==> src/rtl/coin_pulse_conditioner.sv <==
// coin_pulse_conditioner: synchronizes, debounces and arbitrates dime/nickel sensor levels into spaced one-cycle pulses
module coin_pulse_conditioner #(
  parameter int DEBOUNCE_CYCLES = 4,
  parameter int GAP_CYCLES = 2,
  parameter int CNT_W = 8
) (
  input  logic clk,
  input  logic reset,
  input  logic raw_dime,
  input  logic raw_nickel,
  input  logic ovr_clr,
  output logic dime_pulse,
  output logic nickel_pulse,
  output logic overrun,
  output logic busy
);
  localparam logic [CNT_W-1:0] DB_LAST = CNT_W'(DEBOUNCE_CYCLES - 1);
  localparam logic [CNT_W-1:0] GAP_LD = CNT_W'(GAP_CYCLES);
  logic [1:0] raw, rise, pend, iss;
  logic [CNT_W-1:0] gap;
  logic ovr_set;
  assign raw = {raw_nickel, raw_dime};
  for (genvar i = 0; i < 2; i++) begin : g_ch
    logic s1, s, db, flip;
    logic [CNT_W-1:0] c;
    assign flip = (s != db) && (c == DB_LAST);
    assign rise[i] = flip && s;
    always_ff @(posedge clk)
      if (reset) begin
        s1 <= 1'b0;
        s <= 1'b0;
        db <= 1'b0;
        c <= '0;
      end else begin
        s1 <= raw[i];
        s <= s1;
        c <= (s == db || flip) ? '0 : c + CNT_W'(1);
        if (flip) db <= s;
      end
  end
  // gap == 0 is the issue state; dime wins when both are pending
  assign iss[0] = (gap == '0) && pend[0];
  assign iss[1] = (gap == '0) && !pend[0] && pend[1];
  assign ovr_set = |(rise & pend & ~iss);
  assign busy = (|pend) || (gap != '0);
  always_ff @(posedge clk)
    if (reset) begin
      pend <= '0;
      gap <= '0;
      dime_pulse <= 1'b0;
      nickel_pulse <= 1'b0;
      overrun <= 1'b0;
    end else begin
      pend <= (pend & ~iss) | rise;
      dime_pulse <= iss[0];
      nickel_pulse <= iss[1];
      gap <= (|iss) ? GAP_LD : (gap != '0 ? gap - CNT_W'(1) : '0);
      overrun <= ovr_set || (overrun && !ovr_clr);
    end
endmodule

==> config.mk <==
export PLATFORM = sky130hd
export DESIGN_NAME = coin_pulse_conditioner
export DESIGN_NICKNAME = d
export VERILOG_FILES = /design/src/rtl/coin_pulse_conditioner.sv
export SDC_FILE = /design/constraint.sdc
export NUM_CORES = 1
export LEC_CHECK = 0
export CORE_ASPECT_RATIO = 0.5
export CORE_MARGIN = 1
export CORE_UTILIZATION = 51
export CTS_CLUSTER_DIAMETER = 80
export DETAILED_ROUTE_END_ITERATION = 16
export PLACE_DENSITY_LB_ADDON = 0.3
export RECOVER_POWER = 100
export SLEW_MARGIN = 40
export SYNTH_ARGS = -nofsm -noshare
export SYNTH_HDL_FRONTEND = slang
export SYNTH_SLANG_ARGS = --single-unit
export TNS_END_PERCENT = 20
==> constraint.sdc <==
create_clock -name clk -period 1.7 [get_ports clk]
set_input_delay 0.255 -clock clk [delete_from_list [all_inputs] [get_ports clk]]
set_output_delay 0.255 -clock clk [all_outputs]
set_load 0.02 [all_outputs]
==> impl_metrics.json, run 1 <==
{
  "final_nets": 182,
  "clkTransAtPathRegs_ns": 0.06,
  "synth_compound_area_share_pct": 3.578,
  "antenna_found_initial": 0,
  "min_to": "g_ch[1].s",
  "htreeDepth": 2,
  "grt_pass1_wl_um": 4215,
  "coreArea_mm2": 0.002402,
  "start_util_pct": 58.23,
  "synth_nets": 154,
  "synth_seq_area_share_pct": 50.09,
  "wl_per_cell_um": 11.44,
  "yosys.area_share.xor_xnor_pct": 11.90,
  "crit_arrival_ns": 1.52,
  "die_y_um": 39.04,
  "cts_buffers": 5,
  "dp_hpwl_um": 1714,
  "drive_gt1_share_pct": 18.97,
  "rr_worst_depth": 6,
  "end_kind": "output port",
  "postCtsSetupBuffers": 0,
  "viasPerCell": 4.971,
  "p_total_mw": 2.122,
  "synth_area_mm2": 0.001399,
  "synthSimpleGateAreaFrac_pct": 27.01,
  "finalHoldViolations": 0,
  "r2r_start": "g_ch[0].c[1]",
  "grtUsageTotal_pct": 19.32,
  "cts_buffer_depth": 2,
  "whs_path_depth": 1,
  "synth_top_area_cell": "dfxtp_1",
  "post-route-period-util_pct": 104.2,
  "dieWidth_um": 76.07,
  "synth.area.mux_share_pct": 1.431,
  "netlist_instances": 145,
  "dp_cells": 201,
  "final_cells": 209,
  "peakVddDrop_mv": 0.5640,
  "hold_path.class": "flip-flop to flip-flop",
  "powerDensity_mw_per_mm2": 1232,
  "fill_cells": 185,
  "status": "finished, violations left",
  "dr.pass1.iters": 4,
  "cts-resized-gates": 9,
  "layout_min_cycle_time_ns": 1.772,
  "timing.slew.headroom_pct": 75.08,
  "rrSetupSlack_ns": 0.02,
  "synth.top_cells.by_area": "dfxtp_1 50%, xor2_1 8.1%, nor2_1 7.5%, xnor2_1 3.8%, ha_1 3.6%",
  "grt_overflow": 0,
  "r2r-end": "g_ch[0].db",
  "avgSynthCellArea_um2": 9.647,
  "ys_ff_latch": 35,
  "drv_cap": 0,
  "violations": "setup timing",
  "cp_max_fo": 2,
  "synth_top_family_by_area": "simple AND/OR/NAND/NOR gates",
  "setup_viol": 1,
  "grt_pass1_vias": 1001,
  "fin_hold_ws_ns": 0.4511,
  "cts_tree": "yes",
  "clock_sink_count": 35,
  "vias": 1039,
  "drt_iter0_drc": 29,
  "routed_wirelength_um": 2392,
  "final_core_util_pct": 71.67,
  "drc": 0,
  "rows": 12,
  "criticalPathCategory": "flip-flop to output port",
  "p_leak_nw": 0.6703,
  "cts_hold_buffers": 0,
  "yosysWarnings": 0,
  "grt_max_degree": 11,
  "skew_ns": 0.005002,
  "gp_congestion": 0.7399,
  "worstMarginPinSlew_ns": 0.3710,
  "ioPinCount": 9,
  "fin_ws_ns": -0.07155,
  "netlist.area_leader.share_pct": 50.09,
  "root_buffer": "clkbuf_8",
  "slew_viol_final": 0,
  "clock_latency_ns": 0.28,
  "timing.fmax_mhz": 564.5,
  "synthAdderAreaFrac_pct": 3.578,
  "port-buffer-count": 8,
  "dpl_worst_slack_ns": -0.2224,
  "synth.distinct_cells": 32,
  "cp.required_ns": 1.44,
  "crit_path_start_kind": "flip-flop",
  "syn_to_final_growth_pct": 23.08,
  "antenna_cells": 0,
  "ant_nets": 0,
  "min_from": "g_ch[1].s1",
  "rsz0062_at_grt": "yes",
  "dieArea_mm2": 0.002969
}
Yosys cell counts (all sizes together):
master / n
o21ai: 1
nor2b: 6
xor2: 13
nand2: 5
a21oi: 3
nor3b: 2
and2: 1
nor2: 28
o31ai: 1
and3: 5
nor3: 1
xnor2: 6
nor4b: 1
dfxtp: 35
nand4: 1
nand3: 10
clkbuf: 2
nand2b: 2
o2111ai: 1
or4: 1
inv: 4
a22oi: 1
buf: 1
nor4: 3
or3: 3
a31oi: 1
or4b: 1
mux2i: 2
ha: 4
per-layer routing:
layer | wire (um) | share of wire [%] | global-route usage (%)
met1 | 1107 | 46 | 21.59
met2 | 1192 | 50 | 36.14
met3 | 70 | 2.9 | 6.353
met4 | 21 | 0.88 | 7.212
met5 | 0 | 0 | 0
sequential cells by signal (all words and copies together), names as in the netlist:
| name | flops |
|---|---|
| dime_pulse | 1 |
| g_ch.c | 16 |
| g_ch.db | 2 |
| g_ch.s | 2 |
| g_ch.s1 | 2 |
| gap | 8 |
| nickel_pulse | 1 |
| overrun | 1 |
| pend | 2 |
critical path, cell delays in order, from the launching register on:
cell and delay (ns):
dfxtp_1 0.32, nor4_2 0.30, nand2_1 0.13, or3_4 0.35, buf_6 0.14
layout by cell type (no fill, tap or decap), types with 5 or more instances in the layout:
cell type         n
nand2_1           5
nor2b_1           6
nor2_1           28
xnor2_1           6
buf_4            15
xor2_1           13
clkdlybuf4s50_1   6
nand3_1          10
dfxtp_1          34
clkbuf_8          5
report_power, final:
part           internal [mW]  switching, mW  total (mW)
Combinational          0.318          0.304       0.622
Sequential             0.894         0.0437       0.938
Clock                  0.287          0.274       0.561
through the flow:
step           cell area (um2)  setup TNS [ns]
2_1_floorplan             1399               0
3_3_place_gp              1624         -0.1854
3_5_place_dp              1624         -0.2224
4_1_cts                   1722        -0.09606
5_1_grt                   1722         -0.3573
6_report                  1722        -0.07155
kinds of logic (layout without fill, tap and decap cells):
family,Yosys count,after routing
buf+inv,7,36
flops,35,35
xor+xnor,19,19
mux,2,2
fa+ha+maj,4,4
simple gates,70,70
compound gates,8,8
worst max-delay path by stage:
| stage | from | slack, ns | end | depth (start not counted) |
|---|---|---|---|---|
| finish | gap[4] | -0.07 | busy | 4 |
| floorplan | g_ch[0].c[0] | 0.02 | g_ch[0].c[2] | 6 |
| detailed placement | gap[1] | -0.22 | busy | 6 |
| CTS | gap[1] | -0.1 | busy | 6 |
| global route | gap[1] | -0.16 | busy | 6 |
| global placement | gap[0] | -0.19 | busy | 6 |
cell type report:
cell class                 count  area, um2  share of cell area, %
sequential                    35      701.9                  40.77
clock inverter                 1      5.005                 0.2907
multi-input combinational    103      681.9                  39.61
clock buffer                   7      76.32                  4.433
timing repair buffer          24      197.7                  11.48
inverter                       4      15.01                 0.8721
tap                           35      43.79                  2.544
Power figures use the tool's default switching activity.
==> run 2, diff against run 1 <==
- RECOVER_POWER: 100 -> default
- SLEW_MARGIN: 40 -> 20
==> run 2 against run 1 <==
  * The run still ends with setup timing left
  * Worst setup slack about the same
  * Critical path depth unchanged
  * Combinational power hardly changed
  * Final cell count stayed put
  * Die area unchanged
  * Largest power group unchanged
  * Clock power hardly changed
==> impl_metrics.json, run 2 (synthesized netlist as in run 1, its figures left out) <==
{
  "start_util_pct": 58.23,
  "drv_cap": 0,
  "drc": 0,
  "htreeDepth": 2,
  "status": "finished, violations left",
  "vias": 1036,
  "grt_overflow": 0,
  "dp_hpwl_um": 1714,
  "critical_path.max_stage_delay_ns": 0.35,
  "peakVddDrop_mv": 0.5641,
  "slew_viol_final": 0,
  "finalSetupTns_ns": -0.07158,
  "largest_registers": "g_ch.c: 16 flops, gap: 8 flops",
  "p_leak_nw": 0.6737,
  "dpl-instance-area_mm2": 0.001624,
  "crit_path_top_delay_cell": "or3_4",
  "hold_path.class": "flip-flop to flip-flop",
  "viasPerCell": 4.957,
  "port-buffer-count": 8,
  "antenna_found_initial": 0,
  "rsz0062_at_grt": "yes",
  "coreArea_mm2": 0.002402,
  "syn_to_final_growth_pct": 23.34,
  "path_cells": "nor4_2 > nand2_1 > or3_4 > buf_6",
  "largest_reg_flops": 16,
  "clkTransAtPathRegs_ns": 0.06,
  "route.met3.wl_um": 70,
  "dieArea_mm2": 0.002969,
  "crit_family": "simple AND/OR/NAND/NOR gates",
  "final_core_util_pct": 71.82,
  "die_y_um": 39.04,
  "end_kind": "output port",
  "setup_viol": 1,
  "dr_wl_met2_um": 1190,
  "timing.slew.headroom_pct": 75.08,
  "rows": 12,
  "dpl_worst_slack_ns": -0.2224,
  "violations": "setup timing",
  "powerDensity_mw_per_mm2": 1231,
  "crit_path_start_kind": "flip-flop",
  "cts_hold_buffers": 0,
  "gp_congestion": 0.7399,
  "cts_tree": "yes",
  "ant_nets": 0,
  "grt_pass1_vias": 1001,
  "dieWidth_um": 76.07,
  "drt-met1-wl_um": 1113,
  "finalHoldViolations": 0,
  "cp_max_fo": 2,
  "clock_sink_count": 35,
  "cts_buffers": 5,
  "most-common-layout-cells": "34 x dfxtp_1, 28 x nor2_1, 16 x buf_4, 13 x xor2_1, 10 x nand3_1",
  "grt_max_degree": 11,
  "postCtsSetupBuffers": 0,
  "final_nets": 182,
  "skew_ns": 0.005002,
  "layout_min_cycle_time_ns": 1.772,
  "ioPinCount": 9,
  "routed_wirelength_um": 2396,
  "crit_arrival_ns": 1.52,
  "regMostFlops": "g_ch.c",
  "antenna_cells": 0,
  "cp.buffers_inverters": 1,
  "drt_iter0_drc": 29,
  "wl_per_cell_um": 11.46,
  "post-route-period-util_pct": 104.2,
  "clock_latency_ns": 0.28,
  "root_buffer": "clkbuf_8",
  "fin_ws_ns": -0.07158,
  "top_layer": "met4",
  "timing.fmax_mhz": 564.5,
  "drive_gt1_share_pct": 19.54,
  "grt_pass1_wl_um": 4215,
  "layout_commonest_cell": "dfxtp_1",
  "criticalPathCategory": "flip-flop to output port",
  "dr.pass1.iters": 4,
  "worstMarginPinSlew_ns": 0.3710,
  "cts_buffer_depth": 2,
  "grtUsageTotal_pct": 19.32,
  "final_cell_area_mm2": 0.001725,
  "cp.required_ns": 1.44
}
==> run 2: worst register-to-register path, stage by stage (launching register included) <==
cell	delay (ns)
dfxtp_1	0.33
ha_2	0.18
or4b_4	0.48
nor4_4	0.18
buf_4	0.17
mux2i_1	0.17
nor2_1	0.05
==> run 2: worst paths after layout <==
check | from | endpoint | slack [ns] | cells after the start
worst max-delay path | gap[4] | busy | -0.07 | 4
worst min register to register | g_ch[1].s1 | g_ch[1].s | 0.45 | 1
worst max register to register | g_ch[0].c[1] | g_ch[0].db | 0.03 | 6
worst min-delay path | g_ch[1].s1 | g_ch[1].s | 0.45 | 1
==> run 2: timing repair <==
| action | CTS | global route |
|---|---|---|
| endpoints found under the hold margin | 0 | 0 |
| pin swaps | 0 | 0 |
| resized for setup | 9 | 4 |
| endpoints found under the setup margin | 2 | 3 |
==> run 2: power by group <==
group          switching, mW  total [mW]  internal, mW
Sequential            0.0437       0.938         0.894
Combinational          0.304       0.624         0.320
Clock                  0.274       0.561         0.287
==> run 2: final cells by class <==
cell class	count	area [um2]
fillers	183	676.9
repair buffers	24	201.4
clock buffers	7	76.32
inverters	4	15.01
well taps	35	43.79
clock inverters	1	5.005
multi-input cells	103	681.9
flip-flops and latches	35	701.9
==> run 2: layer usage <==
layer	vias to the layer above	track usage, %
met5	-	0
met1	484	21.59
li1	540	-
met4	0	7.212
met2	7	36.14
met3	5	6.353
==> run 2: metrics by stage <==
step / power [mW] / instances / hold slack [ns]
2_1_floorplan: 1.300 / 145 / 0.3266
3_3_place_gp: 1.524 / 201 / 0.4187
3_5_place_dp: 1.539 / 201 / 0.4345
4_1_cts: 2.143 / 209 / 0.4514
5_1_grt: 2.265 / 209 / 0.4800
6_report: 2.123 / 209 / 0.4523
==> run 3, diff against run 2 <==
- SLEW_MARGIN: 20 -> 0
==> results of run 3 <==
The final DEF is identical to that of run 2; final timing and power are the same.
